<file path="config.mk">
export PLATFORM = sky130hd
export DESIGN_NAME = reg_write_arbiter
export DESIGN_NICKNAME = d
export VERILOG_FILES = /design/src/rtl/reg_write_arbiter.sv
export SDC_FILE = /design/constraint.sdc
export NUM_CORES = 1
export LEC_CHECK = 0
export CAP_MARGIN = 25
export CORE_ASPECT_RATIO = 0.5
export CORE_MARGIN = 8
export CORE_UTILIZATION = 39
export DETAILED_ROUTE_END_ITERATION = 8
export GPL_TIMING_DRIVEN = 0
export PLACE_DENSITY_LB_ADDON = 0.15
export SLEW_MARGIN = 20
export SYNTH_ARGS = -nofsm -noshare
export SYNTH_HDL_FRONTEND = slang
export SYNTH_SLANG_ARGS = --single-unit
</file>
<file path="constraint.sdc">
create_clock -name Clk -period 3.55 [get_ports Clk]
set_clock_uncertainty 0.05 [all_clocks]
set_input_delay 0.71 -clock Clk [delete_from_list [all_inputs] [get_ports Clk]]
set_output_delay 0.71 -clock Clk [all_outputs]
set_load 0.01 [all_outputs]
</file>
<file path="src/rtl/reg_write_arbiter.sv">
`timescale 1ns / 1ps
// reg_write_arbiter
//
// Arbitrates the shared register-bank load path between several write
// requesters. One requester is granted at a time. The arbiter latches the
// winner's address and data, then spends one LOAD cycle driving the shared bus
// and the active-low load strobe of the target register. The bank registers are
// clocked on the falling edge, so they capture the write in the middle of the
// LOAD cycle.
//
// Build option:
//   ARB_FIXED_PRIO_EN - when defined, the lowest-index requester always wins.
//                       When undefined (the default), winners are picked in
//                       round-robin order from a rotating pointer.
//
// Ports:
//   Clk      in  : clock, rising-edge active
//   Reset    in  : asynchronous active-low reset
//   Req      in  : per-requester write request, active-high
//   ReqAddr  in  : packed target addresses, AddrWidth bits per requester
//   ReqData  in  : packed write data, DataWidth bits per requester
//   Gnt      out : one-hot grant, high for the single LOAD cycle
//   LDn      out : per-register load strobe, active-low
//   BusData  out : shared write data; keeps its last value while idle
//   Busy     out : high while in LOAD
//   AddrErr  out : high for a LOAD cycle whose address is >= NumRegs

module reg_write_arbiter #(
    parameter int unsigned DataWidth = 8,
    parameter int unsigned NumReq    = 4,
    parameter int unsigned NumRegs   = 8,
    parameter int unsigned AddrWidth = 3
) (
    input  logic                           Clk,
    input  logic                           Reset,
    input  logic [NumReq-1:0]              Req,
    input  logic [NumReq*AddrWidth-1:0]    ReqAddr,
    input  logic [NumReq*DataWidth-1:0]    ReqData,
    output logic [NumReq-1:0]              Gnt,
    output logic [NumRegs-1:0]             LDn,
    output logic [DataWidth-1:0]           BusData,
    output logic                           Busy,
    output logic                           AddrErr
);

    localparam int unsigned IdxWidth = (NumReq > 1) ? $clog2(NumReq) : 1;

    typedef enum logic [0:0] {StIdle, StLoad} state_e;

    state_e                 state_q, state_d;
    logic [IdxWidth-1:0]    win_idx;
    logic                   req_any;
    logic                   grant_now;
    logic [IdxWidth-1:0]    search_base;
    logic [IdxWidth-1:0]    win_q;
    logic [AddrWidth-1:0]   addr_q;
    logic [DataWidth-1:0]   data_q;

    // Per-requester views of the packed address/data buses.
    logic [AddrWidth-1:0]   req_addr [NumReq];
    logic [DataWidth-1:0]   req_data [NumReq];

    for (genvar i = 0; i < NumReq; i++) begin : g_unpack
        assign req_addr[i] = ReqAddr[i*AddrWidth +: AddrWidth];
        assign req_data[i] = ReqData[i*DataWidth +: DataWidth];
    end

    assign grant_now = (state_q == StIdle) && req_any;

`ifdef ARB_FIXED_PRIO_EN
    // Search always starts at requester 0, so the lowest set bit wins.
    assign search_base = '0;
`else
    logic [IdxWidth-1:0] ptr_q;

    assign search_base = ptr_q;

    // Pointer moves to the slot just after the winner, wrapping at NumReq.
    always_ff @(posedge Clk or negedge Reset) begin
        if (!Reset) begin
            ptr_q <= '0;
        end else if (grant_now) begin
            if (32'(win_idx) == NumReq - 1) begin
                ptr_q <= '0;
            end else begin
                ptr_q <= win_idx + 1'b1;
            end
        end
    end
`endif

    // Winner search: first requesting slot at or after search_base, modulo NumReq.
    always_comb begin
        int unsigned         cand;
        logic [IdxWidth-1:0] cand_idx;
        win_idx  = '0;
        req_any  = 1'b0;
        cand     = 0;
        cand_idx = '0;
        for (int unsigned off = 0; off < NumReq; off++) begin
            cand     = (32'(search_base) + off) % NumReq;
            cand_idx = IdxWidth'(cand);
            if (!req_any && Req[cand_idx]) begin
                req_any = 1'b1;
                win_idx = cand_idx;
            end
        end
    end

    // State register.
    always_ff @(posedge Clk or negedge Reset) begin
        if (!Reset) begin
            state_q <= StIdle;
        end else begin
            state_q <= state_d;
        end
    end

    // Next-state logic. Req is only looked at in IDLE.
    always_comb begin
        state_d = state_q;
        unique case (state_q)
            StIdle:  state_d = grant_now ? StLoad : StIdle;
            StLoad:  state_d = StIdle;
            default: state_d = StIdle;
        endcase
    end

    // Latched write. data_q doubles as the bus register, so it holds while idle.
    always_ff @(posedge Clk or negedge Reset) begin
        if (!Reset) begin
            win_q  <= '0;
            addr_q <= '0;
            data_q <= '0;
        end else if (grant_now) begin
            win_q  <= win_idx;
            addr_q <= req_addr[win_idx];
            data_q <= req_data[win_idx];
        end
    end

    assign BusData = data_q;

    // Outputs decode only registered state, so there is no path from Req, and
    // the asynchronous reset of state_q pulls LDn high immediately.
    always_comb begin
        Gnt     = '0;
        LDn     = '1;
        Busy    = 1'b0;
        AddrErr = 1'b0;
        if (state_q == StLoad) begin
            Busy       = 1'b1;
            Gnt[win_q] = 1'b1;
            if (32'(addr_q) >= NumRegs) begin
                AddrErr = 1'b1;
            end else begin
                for (int unsigned r = 0; r < NumRegs; r++) begin
                    if (32'(addr_q) == r) begin
                        LDn[r] = 1'b0;
                    end
                end
            end
        end
    end

endmodule

</file>
==> results.ini, run 1 <==
[die]
die_w_um = 92.46
die_y_um = 54.23
rows = 13
io_pins = 72
start_util_pct = 42.47
die_area_um2 = 5013
coreArea_um2 = 2684

[cts]
cts_buffers = 3
post_cts_buffers = 0
cts_root_buf = clkbuf_8
cts_tree = built
clockBufferDepth = 2
cts_max_level = 1
post_cts_resized = 0
numClockSinks = 16
cts_hold_buf = 0
insertion_delay_ns = 0.25
clkSlewWorstSetupHoldPaths_ns = 0.06

[yosys]
yosys.area.top_type = dfrtp_1
ys_types = 33
ys_seq_area_share_pct = 35.13
async_flop_share_pct = 100.0
synthCells = 115
synth_top_area_share_pct = 35.13
yosysMostFrequentCell = dfrtp_1
synth_edf_count = 0
synth_nets = 165
synth_area_leaders = dfrtp_1, mux2i_1, mux2_2, o221a_2, nand3_1
ys_ff_latch = 16
synthTopCellsByCount = dfrtp_1, nand3_1, mux2i_1, mux2_2, o221a_2
netlist_area_um2 = 1140
synthFlopType = dfrtp_1
avgSynthCellArea_um2 = 9.912
yosys_warnings = 0

[power]
peakVddDrop_v = 0.0003075
p_clk_share_pct = 13.4
total_leakage_power_nw = 0.7772
internal_power_uw = 772.6
p_sw_share_pct = 36.38
seq_power_share_pct = 28.2
p_total_mw = 1.215
cellPowerDensity_nw_per_um2 = 625.5
p_comb_share_pct = 58.4
switching_power_uw = 441.9

[cells_and_area]
antennaDiodeCount = 0
drive_gt1_share_pct = 16.40
nets = 240
area_growth_pct = 70.36
instances_no_fill = 226

[drt]
drt-wirelength-per-cell_um = 16.21
ant_nets = 0
highest_layer = met4
vias = 1164
avgViaCountPerCell = 5.150
wl_mm = 3.664
drc = 0
drt_first_pass_iters = 4
met2WireLength_mm = 1.790
drt-met1-wl_mm = 1.423
wl_met3_um = 372
drt_iter0_markers = 63

[timing]
slew_violations = 0
slew_headroom_pct = 51.21
tns_ns = 0
setup_viol = 0
timing.final.crit_share_pct = 75.10
hold_viol_final = 0
rsz0062_at_grt = no
fmax_mhz = 375.1
tightest_slew_ns = 0.7296
finalCriticalPeriod_ns = 2.666

[grt]
grt_max_degree = 17
grtUsageTotal_pct = 14.67
overflow = 0
grt_pass1_vias = 1254
grt_pass1_wl_mm = 5.740
antenna_found_initial = 0

[status]
status = finished clean

[place]
gp_congestion = 0.7108
port-buffer-count = 70
placedCellCount = 222
dp_hpwl_mm = 3.006

[run]
max-cap-violations = 0

[critical_path]
worstPathRequired_ns = 3.64
crit_type = in -> reg
crit_path_start_kind = primary input
path_max_fanout = 10
rrSetupSlack_ns = 1.41
critical_path_arrival_ns = 2.76
end_kind = flop

[worst_hold_path]
hold_path_class = reg -> reg

[power by group through the flow]
stage               logic (mW)  clock network (mW)  registers [mW]
floorplan                0.404                   0           0.349
global placement         0.706                   0           0.337
detailed placement       0.719                   0           0.340
CTS                      0.718               0.164           0.341
global route             0.766               0.171           0.352
finish                   0.709               0.162           0.343
[cell families (layout without fill, tap and decap cells)]
group	after synthesis	count (layout)	synth area share (%)
and+or+nand+nor	38	38	17.35
other	1	1	0.3290
muxes	22	22	20.42
DFF	16	16	35.13
xor gates and xnor gates	1	1	0.7685
buffers and inverters	13	87	6.366
AOI/OAI and AO/OA	24	24	19.65
[layout make-up]
cell class              count  area (µm²)
inverters                   3       11.26
plain buffers              10       61.31
flip-flops and latches     16       400.4
clock buffers               4       55.05
repair buffers             70       700.7
fillers                   212       742.0
multi-input cells          86       666.9
well taps                  37       46.29
[layout by cell type, fill, tap and decap left out, types with 2 or more instances in the layout]
cell,count
nor2b_1,4
o21ai_0,2
o221a_2,10
clkdlybuf4s50_1,70
inv_1,2
nand3_1,14
mux2i_1,12
mux2_2,10
a21oi_1,5
nor2_1,5
nor3b_1,2
buf_6,2
clkbuf_8,4
buf_4,2
dfrtp_1,16
clkbuf_1,5
nand2_1,6
[flip-flops by register name, summed over array words and instances (netlist names)]
signal and cells:
BusData 8, ptr_q 2, addr_q 3, win_q 2, state_q 1
[routing by layer]
layer	GRT usage, %	vias up
li1	-	579
met1	14.65	523
met2	26.94	53
met3	6.948	9
met4	6.332	0
met5	0	-
[critical path, stage by stage]
cell and delay [ns]:
clkdlybuf4s50_1 0.58, a21bo_2 0.27, a221oi_4 0.39, buf_6 0.22, mux2_2 0.35, o221a_2 0.23
[final timing paths]
| kind | start | to | cells after the start |
|---|---|---|---|
| worst max-delay path | Req[1] | addr_q[2] | 6 |
| worst min-delay path | win_q[0] | win_q[0] | 1 |
| worst max register to register | ptr_q[1] | addr_q[2] | 6 |
| worst min register to register | win_q[0] | win_q[0] | 1 |
| max in group asynchronous | Reset | ptr_q[0] | 1 |
| min in group asynchronous | Reset | BusData[2] | 1 |
[per-stage QoR]
stage | utilization [%] | worst slack, ns | area (µm²) | hold WS (ns)
after floorplan | - | 1.394 | 1140 | 0.3644
after global placement | 70.30 | 0.6494 | 1887 | 0.4768
after detailed placement | 70.30 | 0.6116 | 1887 | 0.4799
after CTS | 72.35 | 0.8812 | 1942 | 0.4934
after global routing | 72.35 | 0.8079 | 1942 | 0.5235
final | 72.35 | 0.8838 | 1942 | 0.4927
(Power assumes the default switching activity.)
==> run 2: changes to the inputs <==
CORE_UTILIZATION = 33   (was 39)
clock period = 2.28 ns   (was 3.55 ns; I/O delays follow)
==> run 2 against run 1 <==
Cell area rose by 2.4%. Critical path depth did not move. Combinational power rose by 62%. Cell count rose by 2.7%. Wire length fell by 3.2%. Global-route usage fell by 2.1 points. Register-to-register slack got worse by 1.2 ns. Utilization fell by 13 points. Worst setup slack got worse by 0.72 ns. Via count rose by 1.2%. Largest power group unchanged.
==> results.ini, run 2 (same netlist as run 1, synthesis figures left out) <==
[die]
die_y_um = 57.56
die_w_um = 99.12
start_util_pct = 33.74
rows = 15
die_area_um2 = 5705
coreArea_um2 = 3378
io_pins = 72

[power]
total_leakage_power_nw = 0.8195
internal_power_mw = 1.210
cellPowerDensity_nw_per_um2 = 951.3
switching_power_uw = 682.3
p_sw_share_pct = 36.05
p_total_mw = 1.893
p_comb_share_pct = 60.6
seq_power_share_pct = 28.4
p_clk_share_pct = 10.9
peakVddDrop_v = 0.0003915

[timing]
slew_headroom_pct = 51.93
setup_viol = 0
fmax_mhz = 472.8
finalCriticalPeriod_ns = 2.115
timing.final.crit_share_pct = 92.76
hold_viol_final = 0
tightest_slew_ns = 0.7188
rsz0062_at_grt = no
whs_ns = 0.4909
slew_violations = 0

[status]
status = finished clean

[drt]
wl_mm = 3.548
ant_nets = 0
drc = 0
vias = 1178
drt_iter0_markers = 26
drt_first_pass_iters = 4
drt-wirelength-per-cell_um = 15.29
avgViaCountPerCell = 5.078

[cells_and_area]
largest_reg_flops = 8
register_area_um2 = 400.4
multi_input_area_um2 = 675.6
final_cell_mix = clkdlybuf4s50_1, dfrtp_1, nand3_1, mux2i_1
fillers = 309
post-route-util_pct = 58.89
final_common_cell = clkdlybuf4s50_1
nets = 242
antennaDiodeCount = 0
area_growth_pct = 74.53
drive_gt1_share_pct = 21.05

[critical_path]
crit_type = in -> reg
crit_slowest_cell = clkdlybuf4s50_1
critical_path_arrival_ns = 2.20
path_max_fanout = 8
critPathMaxStageDelay_ns = 0.51
crit_family = buffers and inverters
timing.critical_path.buf_inv = 3
worstPathRequired_ns = 2.37
path_cells = clkdlybuf4s50_1, inv_1, a221oi_4, buf_6, mux2_2, o221a_2
end_kind = flop
rrSetupSlack_ns = 0.26
crit_path_start_kind = primary input

[cts]
numClockSinks = 16
cts_tree = built
cts_root_buf = clkbuf_8
cts_max_level = 1
insertion_delay_ns = 0.24
cts_buffers = 3
clkSlewWorstSetupHoldPaths_ns = 0.06
clockBufferDepth = 2

[run]
max-cap-violations = 0

[worst_hold_path]
hold_path_class = reg -> reg

[grt]
overflow = 0
grt_max_degree = 17
antenna_found_initial = 0
grt_pass1_wl_mm = 5.871
grt_pass1_vias = 1330
grtUsageTotal_pct = 12.56

[place]
dp_hpwl_mm = 2.895
port-buffer-count = 70
gp_congestion = 0.6871

==> run 2: changes by cell type in the layout (fill, tap and decap cells not counted), moves of 2 or more <==
cell | previous run | this run
clkbuf_1 | 5 | 0
clkbuf_2 | 0 | 3
clkdlybuf4s50_1 | 70 | 67
buf_4 | 2 | 4
dlymetal6s2s_1 | 0 | 2
==> run 2: worst register-to-register path, delay by kind of cell (launching register included) <==
| kind | cells | cell delay [ns] |
|---|---|---|
| buffers and inverters | 2 | 0.37 |
| muxes | 2 | 0.52 |
| DFF | 1 | 0.35 |
| AOI/OAI and AO/OA | 2 | 0.64 |
==> run 2: routing by layer <==
metal,GRT usage (%),routed length (µm),vias up,part of all wire [%]
met1,13.29,1471,554,41
met3,4.242,270,3,7.6
met4,2.772,10,0,0.28
li1,-,-,579,-
met5,0,0,-,0
met2,23.76,1796,42,51
==> run 2: metrics by stage <==
step                area (µm²)  instances  worst slack, ns  setup TNS [ns]
detailed placement        1893        227          -0.4043          -3.972
CTS                       1962        232          0.02111               0
finish                    1989        232           0.1651               0
floorplan                 1140        115           0.3338               0
global route              1989        232          0.08516               0
global placement          1893        227          -0.3680          -3.951
==> run 2: cell type report <==
cell class,count,share of cell area [%]
Buffer,9,3.270
Clock buffer,3,2.075
Inverter,3,0.7547
Multi-Input combinational cell,86,33.96
Sequential cell,16,20.13
Tap cell,42,2.642
Timing Repair Buffer,73,37.17
==> run 2: power by group through the flow <==
stage / Sequential, mW / Clock [mW] / Combinational [mW]
final: 0.538 / 0.207 / 1.15
after global routing: 0.562 / 0.227 / 1.24
after CTS: 0.532 / 0.213 / 1.15
after detailed placement: 0.533 / 0 / 1.11
after global placement: 0.525 / 0 / 1.10
after floorplan: 0.543 / 0 / 0.630
==> run 2: path summary, 6_finish.rpt <==
| kind | start | end | cells after the start |
|---|---|---|---|
| hold reg to reg | win_q[0] | win_q[0] | 1 |
| hold / removal | win_q[0] | win_q[0] | 1 |
| setup / recovery | Req[3] | BusData[7] | 6 |
| min in group asynchronous | Reset | BusData[2] | 1 |
| setup reg to reg | ptr_q[1] | BusData[7] | 6 |
| max in group asynchronous | Reset | ptr_q[0] | 1 |
==> run 2: timing repair <==
| action | CTS | global route |
|---|---|---|
| buffers inserted | 2 | 1 |
| cloned | 0 | 0 |
| pin swaps | 1 | 1 |
| resized for setup | 2 | 13 |
| hold buffers | 0 | 0 |
| setup endpoints to repair | 7 | 18 |
